<file path="config.mk">
export PLATFORM = sky130hd
export DESIGN_NAME = cpu_fetch_exec_ctrl
export DESIGN_NICKNAME = d
export VERILOG_FILES = /design/src/rtl/cpu_pkg.sv /design/src/rtl/cpu_alu8.sv /design/src/rtl/cpu_fetch_exec_ctrl.sv
export SDC_FILE = /design/constraint.sdc
export NUM_CORES = 1
export LEC_CHECK = 0
export CAP_MARGIN = 30
export CORE_MARGIN = 2
export CORE_UTILIZATION = 49
export DETAILED_ROUTE_END_ITERATION = 12
export GPL_TIMING_DRIVEN = 0
export PLACE_DENSITY_LB_ADDON = 0.15
export RECOVER_POWER = 25
export SKIP_LAST_GASP = 1
export SLEW_MARGIN = 20
export SYNTH_ARGS = -nofsm -noshare
export SYNTH_HDL_FRONTEND = slang
export SYNTH_SLANG_ARGS = --single-unit
export TNS_END_PERCENT = 50
</file>
<file path="constraint.sdc">
create_clock -name CLK -period 2.28 [get_ports CLK]
set_input_delay 0.456 -clock CLK [delete_from_list [all_inputs] [get_ports CLK]]
set_output_delay 0.456 -clock CLK [all_outputs]
set_load 0.01 [all_outputs]
</file>
<file path="src/rtl/cpu_pkg.sv">
// Shared ISA definitions for the 19-bit CPU: opcodes, instruction field positions,
// controller state encoding and small opcode-class helpers.
package cpu_pkg;

  localparam int DATA_W  = 8;
  localparam int INSTR_W = 19;
  localparam int OP_W    = 5;

  localparam logic [OP_W-1:0] OP_NOP  = 5'd0;
  localparam logic [OP_W-1:0] OP_ADD  = 5'd1;
  localparam logic [OP_W-1:0] OP_SUB  = 5'd2;
  localparam logic [OP_W-1:0] OP_AND  = 5'd3;
  localparam logic [OP_W-1:0] OP_OR   = 5'd4;
  localparam logic [OP_W-1:0] OP_XOR  = 5'd5;
  localparam logic [OP_W-1:0] OP_NOT  = 5'd6;
  localparam logic [OP_W-1:0] OP_LDI  = 5'd7;
  localparam logic [OP_W-1:0] OP_MOV  = 5'd8;
  localparam logic [OP_W-1:0] OP_JMP  = 5'd9;
  localparam logic [OP_W-1:0] OP_BEQ  = 5'd10;
  localparam logic [OP_W-1:0] OP_HALT = 5'd11;

  localparam int OP_HI  = 18;
  localparam int OP_LO  = 14;
  localparam int RD_HI  = 13;
  localparam int RD_LO  = 12;
  localparam int RS1_HI = 11;
  localparam int RS1_LO = 10;
  localparam int RS2_HI = 9;
  localparam int RS2_LO = 8;
  localparam int IMM_HI = 7;
  localparam int IMM_LO = 0;

  typedef enum logic [2:0] {
    S_FETCH,
    S_WAIT,
    S_DECODE,
    S_EXEC,
    S_WB,
    S_HALT
  } state_t;

  // ADD..MOV form one contiguous block: they write rd and update ZF
  function automatic logic op_writes(input logic [OP_W-1:0] op);
    return (op >= OP_ADD) && (op <= OP_MOV);
  endfunction

  function automatic logic op_sets_cf(input logic [OP_W-1:0] op);
    return (op == OP_ADD) || (op == OP_SUB);
  endfunction

endpackage

</file>
<file path="src/rtl/cpu_alu8.sv">
// Combinational 8-bit ALU; carry is the ADD carry-out or the SUB borrow.
module cpu_alu8
  import cpu_pkg::*;
(
  input  logic [OP_W-1:0]   op,
  input  logic [DATA_W-1:0] a,
  input  logic [DATA_W-1:0] b,
  input  logic [DATA_W-1:0] imm,
  output logic [DATA_W-1:0] result,
  output logic              carry,
  output logic              zero
);

  logic [DATA_W:0] sum;
  logic [DATA_W:0] diff;

  assign sum  = {1'b0, a} + {1'b0, b};
  // the extra top bit of the widened difference is set exactly when a < b
  assign diff = {1'b0, a} - {1'b0, b};

  always_comb begin
    result = '0;
    carry  = 1'b0;
    case (op)
      OP_ADD: begin
        result = sum[DATA_W-1:0];
        carry  = sum[DATA_W];
      end
      OP_SUB: begin
        result = diff[DATA_W-1:0];
        carry  = diff[DATA_W];
      end
      OP_AND:  result = a & b;
      OP_OR:   result = a | b;
      OP_XOR:  result = a ^ b;
      OP_NOT:  result = ~a;
      OP_LDI:  result = imm;
      OP_MOV:  result = a;
      default: result = '0;
    endcase
  end

  assign zero = (result == '0);

endmodule

</file>
<file path="src/rtl/cpu_fetch_exec_ctrl.sv">
// Five-cycle fetch/wait/decode/exec/writeback controller driving the 4x8 register
// file; handles JMP/BEQ/HALT and keeps the ZF/CF flag registers.
module cpu_fetch_exec_ctrl #(
  parameter int PC_W    = 8,
  parameter int INSTR_W = cpu_pkg::INSTR_W,
  parameter int DATA_W  = cpu_pkg::DATA_W
) (
  input  logic               CLK,
  input  logic               RST,
  output logic [PC_W-1:0]    ROM_ADDR,
  input  logic [INSTR_W-1:0] ROM_DATA,
  output logic [1:0]         RA_SEL,
  output logic [1:0]         RB_SEL,
  input  logic [DATA_W-1:0]  RA_DATA,
  input  logic [DATA_W-1:0]  RB_DATA,
  output logic               WB_EN,
  output logic [1:0]         WB_SEL,
  output logic [DATA_W-1:0]  WB_DATA,
  output logic               ZF,
  output logic               CF,
  output logic               HALTED
);

  import cpu_pkg::*;

  state_t state_reg, state_next;

  logic [PC_W-1:0]    pc_reg, pc_next;
  logic [INSTR_W-1:0] ir_reg, ir_next;
  logic [DATA_W-1:0]  result_reg, result_next;
  logic               taken_reg, taken_next;
  logic               zf_reg, zf_next;
  logic               cf_reg, cf_next;
  logic               wb_en_reg, wb_en_next;
  logic [1:0]         wb_sel_reg, wb_sel_next;
  logic [DATA_W-1:0]  wb_data_reg, wb_data_next;
  logic               halted_reg, halted_next;

  logic [OP_W-1:0]   op;
  logic [1:0]        rd;
  logic [DATA_W-1:0] imm;
  logic [DATA_W-1:0] alu_result;
  logic              alu_carry;
  logic              alu_zero;

  assign op  = ir_reg[OP_HI:OP_LO];
  assign rd  = ir_reg[RD_HI:RD_LO];
  assign imm = ir_reg[IMM_HI:IMM_LO];

  cpu_alu8 u_alu (
    .op     (op),
    .a      (RA_DATA),
    .b      (RB_DATA),
    .imm    (imm),
    .result (alu_result),
    .carry  (alu_carry),
    .zero   (alu_zero)
  );

  always_ff @(posedge CLK) begin
    if (RST) state_reg <= S_FETCH;
    else     state_reg <= state_next;
  end

  always_comb begin
    state_next = state_reg;
    case (state_reg)
      S_FETCH:  state_next = S_WAIT;
      S_WAIT:   state_next = S_DECODE;
      S_DECODE: state_next = S_EXEC;
      S_EXEC:   state_next = S_WB;
      S_WB:     state_next = (op == OP_HALT) ? S_HALT : S_FETCH;
      S_HALT:   state_next = S_HALT;
      default:  state_next = S_FETCH;
    endcase
  end

  always_comb begin
    pc_next      = pc_reg;
    ir_next      = ir_reg;
    result_next  = result_reg;
    taken_next   = taken_reg;
    zf_next      = zf_reg;
    cf_next      = cf_reg;
    wb_en_next   = 1'b0;
    wb_sel_next  = wb_sel_reg;
    wb_data_next = wb_data_reg;
    halted_next  = halted_reg;
    case (state_reg)
      S_DECODE: ir_next = ROM_DATA;
      S_EXEC: begin
        // operands are sampled here, a full cycle before writeback, so rd may alias rs1/rs2
        result_next = alu_result;
        taken_next  = (op == OP_JMP) || ((op == OP_BEQ) && (RA_DATA == RB_DATA));
        if (op_writes(op))  zf_next = alu_zero;
        if (op_sets_cf(op)) cf_next = alu_carry;
      end
      S_WB: begin
        if (op == OP_HALT) begin
          halted_next = 1'b1;
        end else begin
          // imm8 is truncated or zero-extended to the PC width; PC+1 wraps naturally
          pc_next = taken_reg ? PC_W'(imm) : pc_reg + PC_W'(1);
          if (op_writes(op)) begin
            wb_en_next   = 1'b1;
            wb_sel_next  = rd;
            wb_data_next = result_reg;
          end
        end
      end
      default: ;
    endcase
  end

  always_ff @(posedge CLK) begin
    if (RST) begin
      pc_reg      <= '0;
      ir_reg      <= '0;
      result_reg  <= '0;
      taken_reg   <= 1'b0;
      zf_reg      <= 1'b0;
      cf_reg      <= 1'b0;
      wb_en_reg   <= 1'b0;
      wb_sel_reg  <= '0;
      wb_data_reg <= '0;
      halted_reg  <= 1'b0;
    end else begin
      pc_reg      <= pc_next;
      ir_reg      <= ir_next;
      result_reg  <= result_next;
      taken_reg   <= taken_next;
      zf_reg      <= zf_next;
      cf_reg      <= cf_next;
      wb_en_reg   <= wb_en_next;
      wb_sel_reg  <= wb_sel_next;
      wb_data_reg <= wb_data_next;
      halted_reg  <= halted_next;
    end
  end

  assign ROM_ADDR = pc_reg;
  assign RA_SEL   = ir_reg[RS1_HI:RS1_LO];
  assign RB_SEL   = ir_reg[RS2_HI:RS2_LO];
  assign WB_EN    = wb_en_reg;
  assign WB_SEL   = wb_sel_reg;
  assign WB_DATA  = wb_data_reg;
  assign ZF       = zf_reg;
  assign CF       = cf_reg;
  assign HALTED   = halted_reg;

endmodule

</file>
==> metrics.txt <==
run status=finished, final reports clean; DR iter-0 viols=219; synth warn=0; final cell count without fillers=658; critical path, cell by cell=buf_4 > inv_2 > ha_4 > inv_1 > fa_2 > nor2b_2 > o311ai_2 > a221o_1 > o311ai_0 > o21ai_1 > buf_4 > a211oi_1; Tmin final=2.269 ns; largest fanout on the critical path=3; ys async rst share=0%; crit path kind=input pin to register; Max Slew Vio Count=0; share of cells above drive strength 1=17.71%; Die ar.=8331 µm²; PwrDens=493.8 nW/µm²; utilization after layout=66.17%; RSZ-0062 raised after global routing=yes; Synth cell types=66; critical path depth=12; sequential element share of the synthesized area=28.43%; Critical Path Start=RA_DATA[0]; CP max stage cell=fa_2; Post-synth EDFFs=0; initial antenna violation count=0; Ant. Diodes=0; vias in the first global route=3552; Critical Path Most Common Cell=buf_4; nets=622; final hold vios=0; routed vias=3826; most used flip-flop cell after synthesis=dfxtp_1; Crit path buffers/inverters=4; max FFs per register=19; fmax=440.7 MHz; Root Driver=clkbuf_8; Register-to-Register Setup Slack=0.11 ns; # DRC=0; Syn Nets=545; dpl ws=-1.001 ns; CTS Buffer Depth=2; number of I/O port buffers=61; hpwl dp=8.253 mm; num ports=63; mapped cell area=3732 µm²; Avg Cell Area, Syn=7.760 µm²; largest net degree at the start of global routing=17; crit path DAT=2.45 ns; clock skew=0.01120 ns; Avg WL per Cell=16.78 µm; P_leak=0.001806 µW; max_slew headroom=45.80%; r2r startpoint=ir_reg[18]$_SDFFE_PP0P_; GRT Util Overall=25.62%; average vias per placed instance=5.815; growth of design area from synthesis to finish=29.97%; Max VDD drop=0.4250 mV; gpl congestion=1.001; Inserted Clock Buffers=5; H-tree lvl count=2; CP delay by family, top=compound AO/OA/AOI/OAI gates; crit path to=result_reg[6]$_SDFFE_PP0P_; first-pass GRT wire length=17.24 mm; Slew @ Worst Pin=0.8028 ns; CTS tree=yes; Clock Sinks=53; fin worst setup slack=0.01071 ns; cells after synthesis=481; Worst Setup Start Kind=input pin; row cnt=31; Die W=91.28 µm; clk_lat worst skew=0.31 ns; # setup viols final=0; Yosys reg bits=53; max_cap viols=0; Max stage delay on crit path=0.37 ns; crit path capture type=register; worst path required time=2.46 ns; Tot Pwr=2395 µW; worst min path class=register to register; WL final=11.04 mm; Post-DRT Antenna Nets=0; die height=91.28 µm; Pre-Repair DR Iteration Count=5; RR Endpoint=result_reg[5]$_SDFFE_PP0P_; Worst Reg2Reg Path Length in Cells=8; global route overflow=0; ratio of final minimum period to clock period=99.53%; Post-Place Cells=641; initial core utilization=50.91%; core box area=7331 µm²; clock transition at the registers of the reported paths=0.09 ns
## tightest hold or removal path, stage by stage, from the launching register on
cell	delay, ns
dfxtp_1	0.32
nand2_1	0.05
a21oi_1	0.05
## synth_stat cells, types with 3 or more instances
library cell / count / area [µm²]
ha_1: 25 / 312.8
nor3_1: 10 / 50.05
and3_1: 5 / 31.28
a22o_1: 5 / 43.79
o22ai_1: 3 / 18.77
o21ai_0: 17 / 85.08
nor2_2: 5 / 31.28
nor2_1: 44 / 165.2
a211oi_1: 5 / 37.54
xor2_1: 3 / 26.28
a221oi_1: 3 / 26.28
nand2_1: 68 / 255.2
o21bai_1: 4 / 30.03
nor2b_1: 8 / 50.05
buf_4: 11 / 82.58
o21ai_1: 5 / 25.02
nor3b_1: 5 / 37.54
buf_2: 7 / 35.03
dfxtp_1: 53 / 1061
mux2i_1: 13 / 130.1
a22oi_1: 8 / 60.06
o311ai_0: 4 / 35.03
nand4_1: 3 / 18.77
o211ai_1: 3 / 22.52
a31oi_1: 5 / 31.28
a21oi_1: 43 / 215.2
clkbuf_1: 17 / 63.81
nand3_1: 20 / 100.1
inv_1: 25 / 93.84
## logic make-up after synthesis
logic type | count (synthesis) | share of synthesized area, %
XOR/XNOR | 4 | 0.9388
multiplexers | 13 | 3.486
adder cells (fa/ha/maj) | 27 | 9.454
AO/OA/AOI/OAI | 127 | 23.77
flip-flops | 53 | 28.43
buffers and inverters | 61 | 7.677
AND/OR/NAND/NOR | 196 | 26.25
## metal layers
metal / wire [µm] / global-route usage, %
met4: 192 / 7.449
met1: 4850 / 34.21
met2: 5127 / 42.65
met3: 872 / 4.149
met5: 0 / 0
## where the power goes
part | internal, µW | switching [µW] | total [µW]
combinational | 332 | 426 | 759
sequential | 963 | 35.5 | 998
clock | 330 | 309 | 639
## layout by cell type (no fill, tap or decap), types with 3 or more instances in the layout
cell | netlist | routed
nand2_1 | 68 | 68
dfxtp_1 | 53 | 53
nor2_1 | 44 | 45
clkdlybuf4s50_1 | 0 | 43
a21oi_1 | 43 | 42
buf_4 | 11 | 21
nand3_1 | 20 | 18
ha_1 | 25 | 18
inv_1 | 25 | 17
clkbuf_1 | 17 | 16
o21ai_0 | 17 | 16
mux2i_1 | 13 | 13
nor3_1 | 10 | 10
inv_2 | 0 | 8
a22oi_1 | 8 | 8
dlygate4sd3_1 | 0 | 7
buf_2 | 7 | 6
o21ai_1 | 5 | 6
ha_4 | 0 | 6
and3_1 | 5 | 5
a22o_1 | 5 | 5
clkbuf_8 | 0 | 5
nor3b_1 | 5 | 4
buf_6 | 1 | 4
nor2b_1 | 8 | 4
a31oi_1 | 5 | 4
a211oi_1 | 5 | 4
dlygate4sd2_1 | 0 | 4
nor2_2 | 5 | 3
nor2b_2 | 0 | 3
a211oi_2 | 2 | 3
nand4_1 | 3 | 3
o311ai_0 | 4 | 3
o21bai_1 | 4 | 3
o211ai_1 | 3 | 3
xor2_1 | 3 | 3
o22ai_1 | 3 | 3
## cell type report
| class | count | area, µm² |
|---|---|---|
| Sequential cell | 53 | 1061 |
| Fill cell | 628 | 2480 |
| Multi-Input combinational cell | 367 | 2579 |
| Timing Repair Buffer | 72 | 679.4 |
| Clock buffer | 6 | 72.57 |
| Buffer | 34 | 202.7 |
| Tap cell | 99 | 123.9 |
| Clock inverter | 2 | 38.79 |
| Inverter | 25 | 93.84 |
## metrics by stage
step	TNS, ns	hold WS (ns)	area [µm²]
after detailed placement	-7.484	0.4469	4467
after global placement	-7.065	0.4445	4467
final	0	0.4553	4851
after global routing	-0.2012	0.4763	4851
after CTS	-0.3352	0.4597	4717
after floorplan	0	0.4366	3732
## worst min-delay path by stage
stage	endpoint	slack, ns	startpoint	cells past startpoint
after global routing	WB_SEL[1]$_SDFFE_PP0P_	0.48	WB_SEL[1]$_SDFFE_PP0P_	2
final	WB_DATA[4]$_SDFFE_PP0P_	0.46	WB_DATA[4]$_SDFFE_PP0P_	2
after detailed placement	WB_DATA[4]$_SDFFE_PP0P_	0.45	WB_DATA[4]$_SDFFE_PP0P_	2
after CTS	ir_reg[11]$_SDFFE_PP0P_	0.46	ir_reg[11]$_SDFFE_PP0P_	2
after floorplan	ir_reg[12]$_SDFFE_PP0P_	0.44	ir_reg[12]$_SDFFE_PP0P_	2
after global placement	WB_DATA[5]$_SDFFE_PP0P_	0.44	WB_DATA[5]$_SDFFE_PP0P_	2
## timing repair
action,4_1_cts,5_1_grt
hold buffers,0,0
resized for setup,38,40
pin swaps,22,21
setup endpoints to repair,10,9
buffers inserted,6,5
Power figures use the tool's default switching activity.
